## config.mk

```make
export PLATFORM = sky130hd
export DESIGN_NAME = pc_seq
export DESIGN_NICKNAME = d
export VERILOG_FILES = /design/src/rtl/pc_seq_pkg.sv /design/src/rtl/pc_int_prio_enc.sv /design/src/rtl/pc_seq.sv
export SDC_FILE = /design/constraint.sdc
export NUM_CORES = 1
export LEC_CHECK = 0
export ABC_CLOCK_PERIOD_IN_PS = 8400
export BUFFER_PORTS_ARGS = -buffer_cell sky130_fd_sc_hd__buf_2
export CAP_MARGIN = 5
export CORE_ASPECT_RATIO = 0.7
export CORE_MARGIN = 4
export CORE_UTILIZATION = 50
export DETAILED_ROUTE_END_ITERATION = 7
export PLACE_DENSITY = 0.78
export SYNTH_ARGS = -nofsm -noshare
export SYNTH_HDL_FRONTEND = slang
export SYNTH_SLANG_ARGS = --single-unit
```

## constraint.sdc

```tcl
create_clock -name clock -period 8.4 [get_ports clock]
set_clock_uncertainty 0.15 [all_clocks]
set_input_delay 0.84 -clock clock [delete_from_list [all_inputs] [get_ports clock]]
set_output_delay 0.84 -clock clock [all_outputs]
set_load 0.03 [all_outputs]
```

## src/rtl/pc_seq_pkg.sv

```systemverilog
// Shared encodings for the program-counter sequencer: PC source select,
// offset update select, FSM states and the interrupt index width.
package pc_seq_pkg;

  // PC source select codes; codes 3 and 9-15 are unused and behave as hold
  typedef enum logic [3:0] {
    PC_HOLD  = 4'd0,
    PC_INCR  = 4'd1,
    PC_RST   = 4'd2,
    PC_ZERO  = 4'd4,
    PC_IMM16 = 4'd5,
    PC_REL8  = 4'd6,
    PC_REG   = 4'd7,
    PC_INT   = 4'd8
  } pc_sel_e;

  // Offset update select codes; code 3 behaves as hold
  typedef enum logic [1:0] {
    OFF_HOLD = 2'd0,
    OFF_INCR = 2'd1,
    OFF_ZERO = 2'd2
  } offset_sel_e;

  typedef enum logic [1:0] {
    ST_RUN      = 2'd0,
    ST_HALT     = 2'd1,
    ST_DISPATCH = 2'd2
  } state_e;

  // Interrupt index width, large enough for up to 8 request lines
  localparam int INT_IDX_W = 3;

endpackage

```

## src/rtl/pc_int_prio_enc.sv

```systemverilog
// Fixed-priority interrupt encoder: bit 0 is the highest priority.
// Produces a valid flag, the binary index of the winner and a one-hot grant.
module pc_int_prio_enc
  import pc_seq_pkg::*;
#(
  parameter int NUM_INT = 5
) (
  input  logic [NUM_INT-1:0]   req,
  output logic                 valid,
  output logic [INT_IDX_W-1:0] idx,
  output logic [NUM_INT-1:0]   grant
);

  // Scan from the lowest-priority line down so the lowest set index wins
  always_comb begin
    valid = |req;
    idx   = '0;
    grant = '0;
    for (int i = NUM_INT - 1; i >= 0; i--) begin
      if (req[i]) begin
        idx      = INT_IDX_W'(i);
        grant    = '0;
        grant[i] = 1'b1;
      end
    end
  end

endmodule

```

## src/rtl/pc_seq.sv

```systemverilog
// Program-counter sequencer with fetch offset, operand buffer, interrupt
// dispatch and HALT handling. Synchronous active-low reset.
// Optional feature macro: PC_SEQ_HALT_BUG_EN -- after waking from HALT with
// ime=0, the first INCR leaves pc unchanged once.
module pc_seq
  import pc_seq_pkg::*;
#(
  parameter int                ADDR_W          = 16,
  parameter int                OFFSET_W        = 2,
  parameter int                NUM_INT         = 5,
  parameter logic [ADDR_W-1:0] RESET_PC        = 'h100,
  parameter logic [ADDR_W-1:0] INT_BASE        = 'h40,
  parameter int                INT_STRIDE_LOG2 = 3
) (
  input  logic               clock,
  input  logic               reset,
  input  logic               stall,
  input  logic [3:0]         pc_sel,
  input  logic [1:0]         offset_sel,
  input  logic [7:0]         data_bus,
  input  logic               write_temp_buf,
  input  logic [ADDR_W-1:0]  reg_file_in,
  input  logic [2:0]         rst_pc_in,
  input  logic [NUM_INT-1:0] int_req,
  input  logic               ime,
  input  logic               halt_req,
  output logic [ADDR_W-1:0]  pc,
  output logic [ADDR_W-1:0]  pc_w_offset,
  output logic [NUM_INT-1:0] int_ack,
  output logic               halted
);

  state_e                state, state_nxt;
  logic [OFFSET_W-1:0]   offset, offset_nxt;
  logic [7:0]            temp_buf, buf_nxt;
  logic [ADDR_W-1:0]     pc_nxt;
  logic [NUM_INT-1:0]    ack_nxt;
  logic                  req_valid;
  logic [INT_IDX_W-1:0]  req_idx;
  logic [NUM_INT-1:0]    req_grant;
  logic [ADDR_W-1:0]     int_vec;

`ifdef PC_SEQ_HALT_BUG_EN
  logic                  halt_bug, halt_bug_nxt;
`else
  logic                  ime_unused;
  assign ime_unused = ime;
`endif

  pc_int_prio_enc #(.NUM_INT(NUM_INT)) u_prio (
    .req   (int_req),
    .valid (req_valid),
    .idx   (req_idx),
    .grant (req_grant)
  );

  assign pc_w_offset = pc + ADDR_W'(offset);
  assign int_vec     = INT_BASE + (ADDR_W'(req_idx) << INT_STRIDE_LOG2);
  assign halted      = (state == ST_HALT);

  // Next-state and datapath selection; stall freezes everything and drops any ack
  always_comb begin
    state_nxt  = state;
    pc_nxt     = pc;
    offset_nxt = offset;
    buf_nxt    = temp_buf;
    ack_nxt    = '0;
`ifdef PC_SEQ_HALT_BUG_EN
    halt_bug_nxt = halt_bug;
`endif
    if (!stall) begin
      case (state)
        ST_RUN: begin
          if (write_temp_buf) buf_nxt = data_bus;
          case (offset_sel)
            OFF_INCR: offset_nxt = offset + OFFSET_W'(1);
            OFF_ZERO: offset_nxt = '0;
            default:  offset_nxt = offset;
          endcase
          case (pc_sel)
            PC_INCR: begin
`ifdef PC_SEQ_HALT_BUG_EN
              if (halt_bug) halt_bug_nxt = 1'b0;
              else          pc_nxt = pc_w_offset + ADDR_W'(1);
`else
              pc_nxt = pc_w_offset + ADDR_W'(1);
`endif
            end
            PC_RST:   pc_nxt = ADDR_W'({rst_pc_in, 3'b000});
            PC_ZERO:  pc_nxt = '0;
            PC_IMM16: pc_nxt = ADDR_W'({data_bus, temp_buf});
            PC_REL8:  pc_nxt = pc_w_offset + ADDR_W'($signed(data_bus));
            PC_REG:   pc_nxt = reg_file_in;
            PC_INT: begin
              if (req_valid) begin
                pc_nxt     = int_vec;
                offset_nxt = '0;
                ack_nxt    = req_grant;
                state_nxt  = ST_DISPATCH;
              end
            end
            default:  pc_nxt = pc;
          endcase
          if (halt_req && !req_valid) state_nxt = ST_HALT;
        end
        ST_HALT: begin
          if (req_valid) begin
            state_nxt = ST_RUN;
`ifdef PC_SEQ_HALT_BUG_EN
            if (!ime) halt_bug_nxt = 1'b1;
`endif
          end
        end
        ST_DISPATCH: begin
          if (write_temp_buf) buf_nxt = data_bus;
          state_nxt = ST_RUN;
        end
        default: state_nxt = ST_RUN;
      endcase
    end
  end

  // State and datapath registers with synchronous active-low reset
  always_ff @(posedge clock) begin
    if (!reset) begin
      state    <= ST_RUN;
      pc       <= RESET_PC;
      offset   <= '0;
      temp_buf <= '0;
      int_ack  <= '0;
`ifdef PC_SEQ_HALT_BUG_EN
      halt_bug <= 1'b0;
`endif
    end else begin
      state    <= state_nxt;
      pc       <= pc_nxt;
      offset   <= offset_nxt;
      temp_buf <= buf_nxt;
      int_ack  <= ack_nxt;
`ifdef PC_SEQ_HALT_BUG_EN
      halt_bug <= halt_bug_nxt;
`endif
    end
  end

endmodule
```

-- After elaboration in Yosys (flattened, before gate mapping)
Index checks and enable logic that the tools add are counted.
- register bits: 33
- bits of input ports: 44
- word-level logic and storage cells: 69
- $add $sub $neg: 5
- equality and inequality tests: 15
- muxes and demuxes: 20
- bitwise logic cells: 5
- reductions and logical operators: 15
- operators by type and width (operator ; count):
    16-bit case mux with 7 select lines ; 1
    3-bit 2-to-1 mux ; 6
    16-bit by 1-bit adder with 16-bit output, second input constant ; 1
    16-bit adder ; 1
    16-bit by 2-bit adder with 16-bit output ; 1
    4-bit by 3-bit == test with 1-bit output, second input constant ; 4
    16-bit 2-to-1 mux ; 1
    2-bit 2-to-1 mux ; 7
    5-bit OR reduction ; 2
    9-bit OR reduction ; 1
    7-bit by 6-bit adder with 8-bit output, first input constant ; 1
    2-bit case mux with 2 select lines ; 2
    4-bit AND reduction ; 2
    8-bit OR reduction ; 1
    7-bit nonzero test ; 1
    7-bit OR reduction ; 1
    6-bit OR reduction ; 1
    5-bit 2-to-1 mux ; 1
    1-bit NOT ; 5
    2-bit by 1-bit == test with 1-bit output, second input constant ; 2
    2-bit == test, second input constant ; 2
    4-bit by 1-bit == test with 1-bit output, second input constant ; 1
    4-bit by 2-bit == test with 1-bit output, second input constant ; 1
    4-bit == test, second input constant ; 1
    13 further kinds ; 13

-- Depth between registers and ports, before layout
Gate-level depths: netlist of the first run.
- depth after elaboration: 8
- mapped depth: 13
- gate-level depth less buffers: 13

-- Cells and area by module
A second synthesis of the first run with hierarchy kept.
- cells, all modules: 340
- area, all modules: 2707.6 sq um
- modules (own cells, without submodules) (module ; instances ; cells each ; area each (sq um)):
    pc_seq ; 1 ; 327 ; 2633.8
    pc_int_prio_enc ; 1 ; 13 ; 73.8

-- Least setup slack after synthesis of the first run
No wires, ideal clock.
- path kind: reg-to-reg
- start point: register pc[0]
- end point: register pc[15]
- arrival: 3540 ps
- slack: 4633 ps
- cell stages (with the launch flop): 13
- path buffers: 0
- period minus slack after synthesis: 3767 ps
- path through: dfxtp_1 -> ha_1 -> fa_1 -> and3_1 -> nand3_1 -> xnor2_1 -> ha_1 -> a21oi_1 -> o211a_1 -> nor3_1 -> nor3_1 -> or4_1 -> a41oi_2
- cells in the longest elaborated chain, start to end: 3
- RTL lines (what ; RTL line ; RTL):
    start: declaration ; pc_seq.sv:27 ; output logic [ADDR_W-1:0] pc,
    start signal: assignment ; pc_seq.sv:136 ; pc <= pc_nxt;
    16-bit by 2-bit adder with 16-bit output * ; pc_seq.sv:57 ; assign pc_w_offset = pc + ADDR_W'(offset);
    net pc_w_offset[6] ; pc_seq.sv:28 ; output logic [ADDR_W-1:0] pc_w_offset,
    16-bit adder / 16-bit by 1-bit adder with 16-bit output (equally long branches) ; pc_seq.sv:92, pc_seq.sv:86 ;
    16-bit case mux with 7 select lines * ; pc_seq.sv:80 ; case (pc_sel)
The timed path passes the listed nets; every way through them passes the cells marked *.
A chain may end at the register's enable or synchronous reset.

-- Worst setup path in the final report of the first run
- start point: input port pc_sel[2]
- end point: register pc[15]
- cells in the longest elaborated chain, start to end: 3
- RTL lines (what ; RTL line ; RTL):
    start: declaration ; pc_seq.sv:18 ; input logic [3:0] pc_sel,
    4-bit == test, or another cell as far along ; pc_seq.sv:80 ;
    7-bit nonzero test (no line) / 2-bit inequality test (equally long branches) ; - ;
    4-bit AND reduction (no line) ; - ;
Parallel ways exist; a longest one is shown, timed or not.

==> flow_metrics.tcl, run 1 <==
set metrics [dict create \
    period_needed_ps 3820 \
    worst_ep_arrival_time_ps 3880 \
    grt_first_pass_wirelength_um 13100 \
    number_of_search_and_repair_iterations_in_the_first_detailed_routing_pass 4 \
    drt_first_iter_violations 269 \
    postCtsResizedCells 0 \
    synth_enable_flop_cells 0 \
    via_count 2866 \
    finalInstanceArea_um2 3260 \
    synth.top_cells.by_count "37 x sky130_fd_sc_hd__nor2_1, 33 x sky130_fd_sc_hd__dfxtp_1, 27 x sky130_fd_sc_hd__nand2_1, 22 x sky130_fd_sc_hd__a21oi_1, 19 x sky130_fd_sc_hd__ha_1" \
    leakagePower_nw 1.54 \
    number_of_buffers_inserted_by_hold_repair_at_cts 0 \
    report.final.slew_viol_count 0 \
    critical_path_required_ps 8460 \
    syn_avg_cell_area_um2 7.96 \
    antenna_found_initial 0 \
    synth_simple_gate_area_share_pct 25.1 \
    synth_compound_gate_area_share_pct 26.1 \
    multiInputGateArea_um2 1980 \
    rsz0062_at_grt "no" \
    via_per_inst 5.85 \
    post_synth_inst_count 344 \
    wire_length_after_detailed_routing_um 7960 \
    boundaryPins 82 \
    peakVddDrop_v 0.0000840 \
    drc 0 \
    most_frequent_cell_after_synthesis "sky130_fd_sc_hd__nor2_1" \
    numPortBuffers 80 \
    hold_slack_final_ps 349 \
    max_clock_freq_ghz 0.262 \
    core_area_um2 5290 \
    grt_max_degree 28 \
    detailed_place.area_um2 3180 \
    dpl.hpwl_um 6390 \
    detail-route-antenna-nets 0 \
    ff_latch_area_um2 661 \
    outcome "finished clean" \
    synth_largest_type_area_fraction_pct 24.1 \
    floorplan.initialDensity_pct 51.8 \
    numCtsBuffers 5 \
    layout-drive-gt1-share_pct 22.7 \
    synthesis.nets 409 \
    power_per_cell_area_nw_per_um2 132 \
    timing.critical_path.to_type "flop" \
    clock_insertion_delay_worst_skew_ps 290 \
    die-height_um 69.9 \
    globalRoute.totalOverflow 0 \
    combinational_family_with_the_most_area_after_synthesis "compound AO/OA/AOI/OAI gates" \
    critPathMaxFanout 13 \
    ys_warn_count 0 \
    cts_tree "built" \
    first_global_vias 2668 \
    syn-cell-area_um2 2740 \
    setup-violations-final 0 \
    synth-seq-cells 33 \
    syn2layout_area_growth_pct 19.1 \
    fillers 516 \
    post_synth_mux_area_share_pct 2.92 \
    final.setup.tns_ps 0 \
    ys_top_cells_by_area "sky130_fd_sc_hd__dfxtp_1 24%, sky130_fd_sc_hd__ha_1 8.7%, sky130_fd_sc_hd__nor2_1 5.1%" \
    fin_crit_sh_pct 45.5 \
    synth_fa_ha_area_share_pct 10.1 \
    routedWlPerCell_um 16.3 \
    synth-xor-area-share_pct 8.04 \
    holdCritPathClass "reg -> reg" \
    worstSetupStartpointType "input port" \
    yosys.cell_types.count 60 \
    timing_worst_slew_pin_value_ps 1140 \
    setup.worst_path.class "in -> reg" \
    cts_htree_levels 2 \
    final_nets 483 \
    hold_viol 0 \
    gp_routability_congestion 0.958 \
    postcts_setup_bufs 0 \
    cts_num_sinks 33 \
    synth_flop_cell "sky130_fd_sc_hd__dfxtp_1" \
    cts.clk_slew.worst_paths_ps 70 \
    core.rowCount 22 \
    cts_root_buf "sky130_fd_sc_hd__clkbuf_8" \
    timing.max_slew.rel_slack_pct 23.4 \
    maxcap_viol_count 0 \
    antenna-diode-count 0 \
    floorplan.die.width_um 96.5 \
    post_synth_arst_share_pct 0 \
    synth_sequential_area_ratio_pct 24.1 \
    clock_tree.buffer_depth 2 \
    final_util_pct 61.7 \
    die-area_um2 6740 \
    globalRouteTotalUtil_pct 24.4 \
    netlist.top_cell.by_area "sky130_fd_sc_hd__dfxtp_1" \
]
area by class of cell:
type                            count  area share, %
Inverter                           10           1.15
Tap cell                           72           2.76
Clock buffer                        7           2.65
Sequential cell                    33           20.2
Multi-Input combinational cell    287           60.7
Timing Repair Buffer               81           12.5
critical path, stage by stage:
cell and delay [ps]:
sky130_fd_sc_hd__buf_2 220, sky130_fd_sc_hd__and4bb_2 380, sky130_fd_sc_hd__and2_1 520, sky130_fd_sc_hd__ha_1 340, sky130_fd_sc_hd__nand2_1 110, sky130_fd_sc_hd__o211a_1 220, sky130_fd_sc_hd__nor3_1 410, sky130_fd_sc_hd__nor3_1 140
sky130_fd_sc_hd__or4_1 520, sky130_fd_sc_hd__a41oi_2 180
where the power goes:
part / internal (mW) / switching, mW
combinational: 0.0487 / 0.0839
clock: 0.0650 / 0.0569
sequential: 0.165 / 0.0113
total: 0.279 / 0.152
metal layers:
metal	global-route usage (%)	vias up	part of all wire, %
li1	-	1423	-
met1	38.5	1306	48
met2	32.7	120	38
met3	5.17	17	11
met4	6.38	0	1.9
met5	0	-	0
path summary, 6_finish.rpt:
path / to / from / slack, ps / depth (start not counted)
worst min-delay path: temp_buf[1]$_SDFFE_PN0P_ / temp_buf[1]$_SDFFE_PN0P_ / 350 / 2
worst max-delay path: pc[15]$_SDFFE_PN0P_ / pc_sel[2] / 4580 / 10
worst min register to register: temp_buf[1]$_SDFFE_PN0P_ / temp_buf[1]$_SDFFE_PN0P_ / 350 / 2
worst max register to register: pc[15]$_SDFFE_PN0P_ / offset[0]$_SDFFE_PN0P_ / 4700 / 12
through the flow:
step	worst slack [ps]	total power, mW	instances
finish	4580	0.431	490
floorplan	4630	0.270	344
global route	4430	0.454	490
global placement	4390	0.308	483
CTS	4630	0.430	490
detailed placement	4340	0.311	483
kinds of logic (layout without fill, tap and decap cells):
group,after synthesis,after routing
mux,8,8
simple gates,130,130
compound gates,105,105
fa+ha+maj,21,21
xor+xnor,23,23
buf+inv,24,98
flops,33,33
sequential cells by signal, indices dropped and copies added (netlist names):
signal and flops:
int_ack 5, offset 2, pc 16, state 2, temp_buf 8
layout by cell type (no fill, tap or decap), types with 2 or more instances in the layout:
master / count
sky130_fd_sc_hd__fa_1: 2
sky130_fd_sc_hd__mux2i_1: 8
sky130_fd_sc_hd__nand3b_1: 2
sky130_fd_sc_hd__nand2_1: 27
sky130_fd_sc_hd__xnor2_1: 15
sky130_fd_sc_hd__o21ai_0: 17
sky130_fd_sc_hd__nand4_1: 5
sky130_fd_sc_hd__ha_1: 19
sky130_fd_sc_hd__and2_1: 10
sky130_fd_sc_hd__o21a_1: 4
sky130_fd_sc_hd__nor3b_1: 3
sky130_fd_sc_hd__a22oi_1: 5
sky130_fd_sc_hd__or3_1: 2
sky130_fd_sc_hd__a221o_1: 2
sky130_fd_sc_hd__nand2b_1: 2
sky130_fd_sc_hd__a221oi_1: 4
sky130_fd_sc_hd__nor2b_1: 7
sky130_fd_sc_hd__and3_1: 11
sky130_fd_sc_hd__clkbuf_8: 6
sky130_fd_sc_hd__a31oi_1: 4
sky130_fd_sc_hd__buf_2: 80
sky130_fd_sc_hd__a21oi_1: 22
sky130_fd_sc_hd__o21bai_1: 2
sky130_fd_sc_hd__nand3_1: 8
sky130_fd_sc_hd__a222oi_1: 3
sky130_fd_sc_hd__dfxtp_1: 33
sky130_fd_sc_hd__nor2_1: 37
sky130_fd_sc_hd__nor3_1: 8
sky130_fd_sc_hd__xor2_1: 7
sky130_fd_sc_hd__inv_1: 9
sky130_fd_sc_hd__a21o_1: 7
sky130_fd_sc_hd__o22ai_1: 4
sky130_fd_sc_hd__o21ai_1: 6
sky130_fd_sc_hd__a211o_1: 2
sky130_fd_sc_hd__a211oi_1: 9
Power figures use the tool's default switching activity.
==> run 2, diff against run 1 <==
Settings changed: ABC_AREA from default to 1, ABC_CLOCK_PERIOD_IN_PS 8400 to 3600, PLACE_DENSITY 0.78 to 0.77.
Clock period 8.4 ns to 3.6 ns, I/O delays scaled along.
==> flow_metrics.tcl, run 2 <==
set metrics [dict create \
    outcome "finished clean" \
    final_util_pct 60.7 \
    syn2layout_area_growth_pct 17.7 \
    cts.clk_slew.worst_paths_ps 80 \
    power_per_cell_area_nw_per_um2 303 \
    antenna_found_initial 0 \
    synthesis.nets 519 \
    setup.worst_path.class "reg -> reg" \
    fillers 571 \
    holdCritPathClass "in -> reg" \
    maxcap_viol_count 0 \
    clock_insertion_delay_worst_skew_ps 290 \
    synth-seq-cells 33 \
    wire_length_after_detailed_routing_um 8850 \
    synth_largest_type_area_fraction_pct 22.4 \
    postCtsResizedCells 0 \
    seq_power_share_pct 39.5 \
    boundaryPins 82 \
    die-area_um2 7220 \
    ys_top_cells_by_area "sky130_fd_sc_hd__dfxtp_1 22%, sky130_fd_sc_hd__nand2_1 13%, sky130_fd_sc_hd__ha_1 8.0%" \
    cts_tree "built" \
    leakagePower_nw 1.82 \
    timing.critical_path.to_type "flop" \
    die-height_um 72.3 \
    ys_warn_count 0 \
    detail-route-antenna-nets 0 \
    synth_flop_cell "sky130_fd_sc_hd__dfxtp_1" \
    first_global_vias 2830 \
    antenna-diode-count 0 \
    largest_register_ffs 16 \
    via_per_inst 5.33 \
    layout_commonest_cell "sky130_fd_sc_hd__nand2_1" \
    post_synth_inst_count 454 \
    drt_first_iter_violations 240 \
    cts_root_buf "sky130_fd_sc_hd__clkbuf_8" \
    period_needed_ps 3290 \
    synth.top_cells.by_count "104 x sky130_fd_sc_hd__nand2_1, 53 x sky130_fd_sc_hd__inv_1, 43 x sky130_fd_sc_hd__nor2_1, 33 x sky130_fd_sc_hd__dfxtp_1, 32 x sky130_fd_sc_hd__a21oi_1" \
    globalRoute.totalOverflow 0 \
    drc 0 \
    fin_crit_sh_pct 91.3 \
    cts_num_sinks 33 \
    grt_first_pass_wirelength_um 13800 \
    dpl.hpwl_um 7230 \
    gp_routability_congestion 0.949 \
    postcts_setup_bufs 0 \
    top_reg_by_flops "pc" \
    critPathMaxFanout 7 \
    via_count 3243 \
    synth_enable_flop_cells 0 \
    final.setup.tns_ps 0 \
    rsz0062_at_grt "no" \
    power.switching_mw 0.417 \
    report.final.slew_viol_count 0 \
    cell_internal_pwr_mw 0.636 \
    synth_sequential_area_ratio_pct 22.4 \
    clockPowerShare_pct 27.3 \
    hold_viol 0 \
    number_of_buffers_inserted_by_hold_repair_at_cts 0 \
    cts_htree_levels 2 \
    worst_ep_arrival_time_ps 3370 \
    timing.max_slew.rel_slack_pct 61.4 \
    grt_max_degree 27 \
    critical_path_required_ps 3680 \
    max_clock_freq_ghz 0.304 \
    worstSetupStartpointType "flop" \
    numPortBuffers 80 \
    netlist.top_cell.by_area "sky130_fd_sc_hd__dfxtp_1" \
    biggestRegsByFlops "pc x16, temp_buf x8, int_ack x5" \
    post_synth_arst_share_pct 0 \
    peakVddDrop_v 0.000227 \
    syn-cell-area_um2 2950 \
    timing_worst_slew_pin_value_ps 573 \
    routedWlPerCell_um 14.5 \
    setup-violations-final 0 \
    core.rowCount 23 \
    numCtsBuffers 5 \
    number_of_search_and_repair_iterations_in_the_first_detailed_routing_pass 5 \
    syn_avg_cell_area_um2 6.51 \
    clock_tree.buffer_depth 2 \
    yosys.cell_types.count 42 \
    power_switching_share_pct 39.6 \
    layout-drive-gt1-share_pct 24.0 \
    core_area_um2 5730 \
    globalRouteTotalUtil_pct 24.3 \
    floorplan.initialDensity_pct 51.6 \
    layout.cells.most_common_list "104 x sky130_fd_sc_hd__nand2_1, 80 x sky130_fd_sc_hd__buf_2, 53 x sky130_fd_sc_hd__inv_1" \
    final_nets 598 \
    combPwrFrac_pct 33.2 \
    floorplan.die.width_um 99.9 \
    most_frequent_cell_after_synthesis "sky130_fd_sc_hd__nand2_1" \
]
==> run 2: cell count changes in the layout (fill, tap and decap cells not counted), sizes merged, moves of 12 or more <==
cell and delta:
o21ai +22, nand3 +23, and3 -12, nor2 +20
nand2 +81, inv +49, a21oi +21
==> run 2: worst max-delay path, cell delays in order (launching register included) <==
cell and delay [ps]:
sky130_fd_sc_hd__dfxtp_1 370, sky130_fd_sc_hd__ha_1 220, sky130_fd_sc_hd__fa_1 210, sky130_fd_sc_hd__nand2_1 60, sky130_fd_sc_hd__inv_1 110, sky130_fd_sc_hd__nand3_1 160, sky130_fd_sc_hd__nor2_1 160, sky130_fd_sc_hd__nand4_1 140
sky130_fd_sc_hd__nor2_1 200, sky130_fd_sc_hd__nand2_1 90, sky130_fd_sc_hd__xnor2_1 190, sky130_fd_sc_hd__ha_1 350, sky130_fd_sc_hd__nand3_1 160, sky130_fd_sc_hd__nor2_1 90, sky130_fd_sc_hd__nor3_1 220, sky130_fd_sc_hd__nand2_1 80
sky130_fd_sc_hd__nand2_1 70, sky130_fd_sc_hd__nand3_1 80, sky130_fd_sc_hd__a21oi_2 130
==> run 2: power by group through the flow <==
stage / clock [mW] / combinational (mW) / sequential (mW)
finish: 0.287 / 0.350 / 0.416
global route: 0.306 / 0.381 / 0.420
detailed placement: 0 / 0.345 / 0.425
floorplan: 0 / 0.220 / 0.449
global placement: 0 / 0.341 / 0.423
CTS: 0.290 / 0.347 / 0.416
==> run 2: layout make-up <==
cell class | instances | area, µm² | share of cell area (%)
Clock inverter | 3 | 17.5 | 0.504
Tap cell | 75 | 93.8 | 2.70
Multi-Input combinational cell | 352 | 2000 | 57.6
Sequential cell | 33 | 661 | 19.0
Timing Repair Buffer | 80 | 400 | 11.5
Inverter | 61 | 231 | 6.66
Clock buffer | 5 | 68.8 | 1.98
==> run 2: metrics by stage <==
stage               hold WS [ps]  instance area (µm²)  power (mW)  setup WS, ps  std cells
finish                       127                 3480        1.05           313        609
detailed placement           298                 3390       0.770           352        601
global placement             287                 3390       0.764           411        601
CTS                          118                 3480        1.05           323        609
global route                 122                 3480        1.11          1.21        609
floorplan                    275                 2950       0.669          99.0        454
==> run 2: path summary, 6_finish.rpt <==
path | from | endpoint | slack [ps] | cells after the start
max | offset[0]$_SDFFE_PN0P_ | pc[13]$_SDFFE_PN0P_ | 310 | 18
min | int_req[2] | int_ack[3]$_SDFF_PP0_ | 130 | 2
max reg2reg | offset[0]$_SDFFE_PN0P_ | pc[13]$_SDFFE_PN0P_ | 310 | 18
min reg2reg | temp_buf[7]$_SDFFE_PN0P_ | temp_buf[7]$_SDFFE_PN0P_ | 310 | 2
==> run 2: cells by family after synthesis <==
kind of cell	count (synthesis)	share of synthesized area, %
flops	33	22.4
simple gates	220	35.4
buf+inv	69	9.83
compound gates	96	18.6
fa+ha+maj	21	9.40
xor+xnor	15	4.45
==> run 2: routing by layer <==
metal / vias up / global-route usage, % / routed length (µm)
li1: 1641 / - / -
met1: 1455 / 36.7 / 4200
met2: 136 / 33.4 / 3630
met3: 11 / 7.40 / 922
met4: 0 / 5.45 / 87
met5: - / 0 / 0
==> run 3, diff against run 2 <==
Settings changed: BUFFER_PORTS_ARGS -buffer_cell sky130_fd_sc_hd__buf_2 to default, DONT_BUFFER_PORTS from default to 1, PLACE_DENSITY 0.77 to default, SLEW_MARGIN from default to 20.
==> flow_metrics.tcl, run 3 (synthesized netlist as in run 2, its figures left out) <==
set metrics [dict create \
    cts.clk_slew.worst_paths_ps 70 \
    critPathBufInv 2 \
    floorplan.initialDensity_pct 51.6 \
    drc 0 \
    report.final.slew_viol_count 0 \
    final_nets 544 \
    worst_path_most_repeated_cell "sky130_fd_sc_hd__nand2_1" \
    dpl.hpwl_um 7170 \
    reg2reg_from "offset[0]$_SDFFE_PN0P_" \
    hold_viol 0 \
    grt_first_pass_wirelength_um 13900 \
    worst_ep_arrival_time_ps 3420 \
    cts_tree "built" \
    numCtsBuffers 5 \
    setup-violations-final 0 \
    fin_crit_sh_pct 92.8 \
    number_of_search_and_repair_iterations_in_the_first_detailed_routing_pass 4 \
    setup.worst_path.class "reg -> reg" \
    timing.reg2reg.worst_path_depth 19 \
    postcts_setup_bufs 0 \
    maxcap_viol_count 0 \
    dpl.cell_count 544 \
    peakVddDrop_v 0.000201 \
    timing_worst_slew_pin_value_ps 539 \
    first_global_vias 2769 \
    core.rowCount 23 \
    finalInstanceArea_um2 3310 \
    detailed_place.area_um2 3160 \
    cp-startpoint "offset[0]$_SDFFE_PN0P_" \
    clock_insertion_delay_worst_skew_ps 290 \
    boundaryPins 82 \
    hold_slack_final_ps 24.4 \
    numPortBuffers 0 \
    holdCritPathClass "in -> reg" \
    cts_root_buf "sky130_fd_sc_hd__clkbuf_8" \
    timing.critical_path.cells "ha_1, fa_1, nand2_1, inv_1, nand3_2, nor2_1, nand4_1, nor2_1, nand2_1, xnor2_2, ha_2, nand2_1, nor3_1, nand2_1, nand2_1, inv_1, nand2_1, nand3_1, a21oi_2" \
    floorplan.die.width_um 99.9 \
    period_needed_ps 3340 \
    hold-path-cell-count 2 \
    grt_max_degree 27 \
    max_clock_freq_ghz 0.299 \
    clock_tree.buffer_depth 2 \
    timing.critical_path.depth 19 \
    syn2layout_area_growth_pct 12.0 \
    top_reg_by_flops "pc" \
    hp-start "int_req[2]" \
    critPathMaxStageDelay_ps 430 \
    antenna-diode-count 0 \
    instances_no_fill 555 \
    via_per_inst 5.37 \
    via_count 2982 \
    timing.critical_path.to_type "flop" \
    layout_commonest_cell "sky130_fd_sc_hd__nand2_1" \
    gp_routability_congestion 0.930 \
    biggestRegsByFlops "pc x16, temp_buf x8, int_ack x5" \
    critPathMaxFanout 7 \
    die-height_um 72.3 \
    critical_path_required_ps 3680 \
    outcome "finished clean" \
    globalRoute.totalOverflow 0 \
    detail-route-antenna-nets 0 \
    layout.cells.most_common_list "104 x sky130_fd_sc_hd__nand2_1, 53 x sky130_fd_sc_hd__inv_1, 43 x sky130_fd_sc_hd__nor2_1" \
    die-area_um2 7220 \
    worstSetupStartpointType "flop" \
    layout-drive-gt1-share_pct 15.6 \
    globalRouteTotalUtil_pct 24.6 \
    timing.max_slew.rel_slack_pct 63.9 \
    drt_first_iter_violations 213 \
    cpLargestDelayFamily "simple AND/OR/NAND/NOR gates" \
    antenna_found_initial 0 \
    routedWlPerCell_um 15.5 \
    power_per_cell_area_nw_per_um2 315 \
    cts_num_sinks 33 \
    core_area_um2 5730 \
    largest_register_ffs 16 \
    cts_htree_levels 2 \
    leakagePower_nw 1.61 \
    wire_length_after_detailed_routing_um 8610 \
    cp_slowest_cell "sky130_fd_sc_hd__ha_2" \
]
## run 3: what timing repair did
item | in CTS | in global routing
hold buffers | 3 | 0
resized for setup | 0 | 4
hold endpoints to repair | 3 | 0
setup endpoints to repair | 0 | 2
## run 3: area by class of cell
cell class,instances,area [µm²]
Inverter,61,231
Tap cell,75,93.8
Sequential cell,33,661
Multi-Input combinational cell,352,2020
Clock buffer,6,82.6
Clock inverter,2,13.8
Timing Repair Buffer,26,203
Fill cell,582,2420
## run 3: layer usage
layer  vias to the layer above  wire [µm]  GRT usage [%]
met2                       113       3170           32.4
met5                         -          0              0
met3                        10        835           5.19
li1                       1539          -              -
met1                      1320       4530           40.2
met4                         0         67           3.94
## run 3: final timing paths
path                                   end  slack (ps)
hold reg to reg   temp_buf[1]$_SDFFE_PN0P_         300
hold / removal       int_ack[2]$_SDFF_PP0_          20
setup reg to reg       pc[15]$_SDFFE_PN0P_         260
setup / recovery       pc[15]$_SDFFE_PN0P_         260
## run 3: power breakdown
group | internal [mW] | total, mW | switching, mW
Combinational | 0.107 | 0.325 | 0.218
Sequential | 0.389 | 0.420 | 0.0308
Clock | 0.155 | 0.298 | 0.143
Total | 0.651 | 1.04 | 0.391
## run 3: through the flow
stage	setup WS, ps	util [%]	setup TNS [ps]	power (mW)
after floorplan	99.0	-	0	0.669
after global placement	275	55.2	0	0.744
after detailed placement	210	55.2	0	0.747
after CTS	198	57.4	0	1.05
after global routing	-16.0	57.8	-16.0	1.11
final	259	57.8	0	1.04
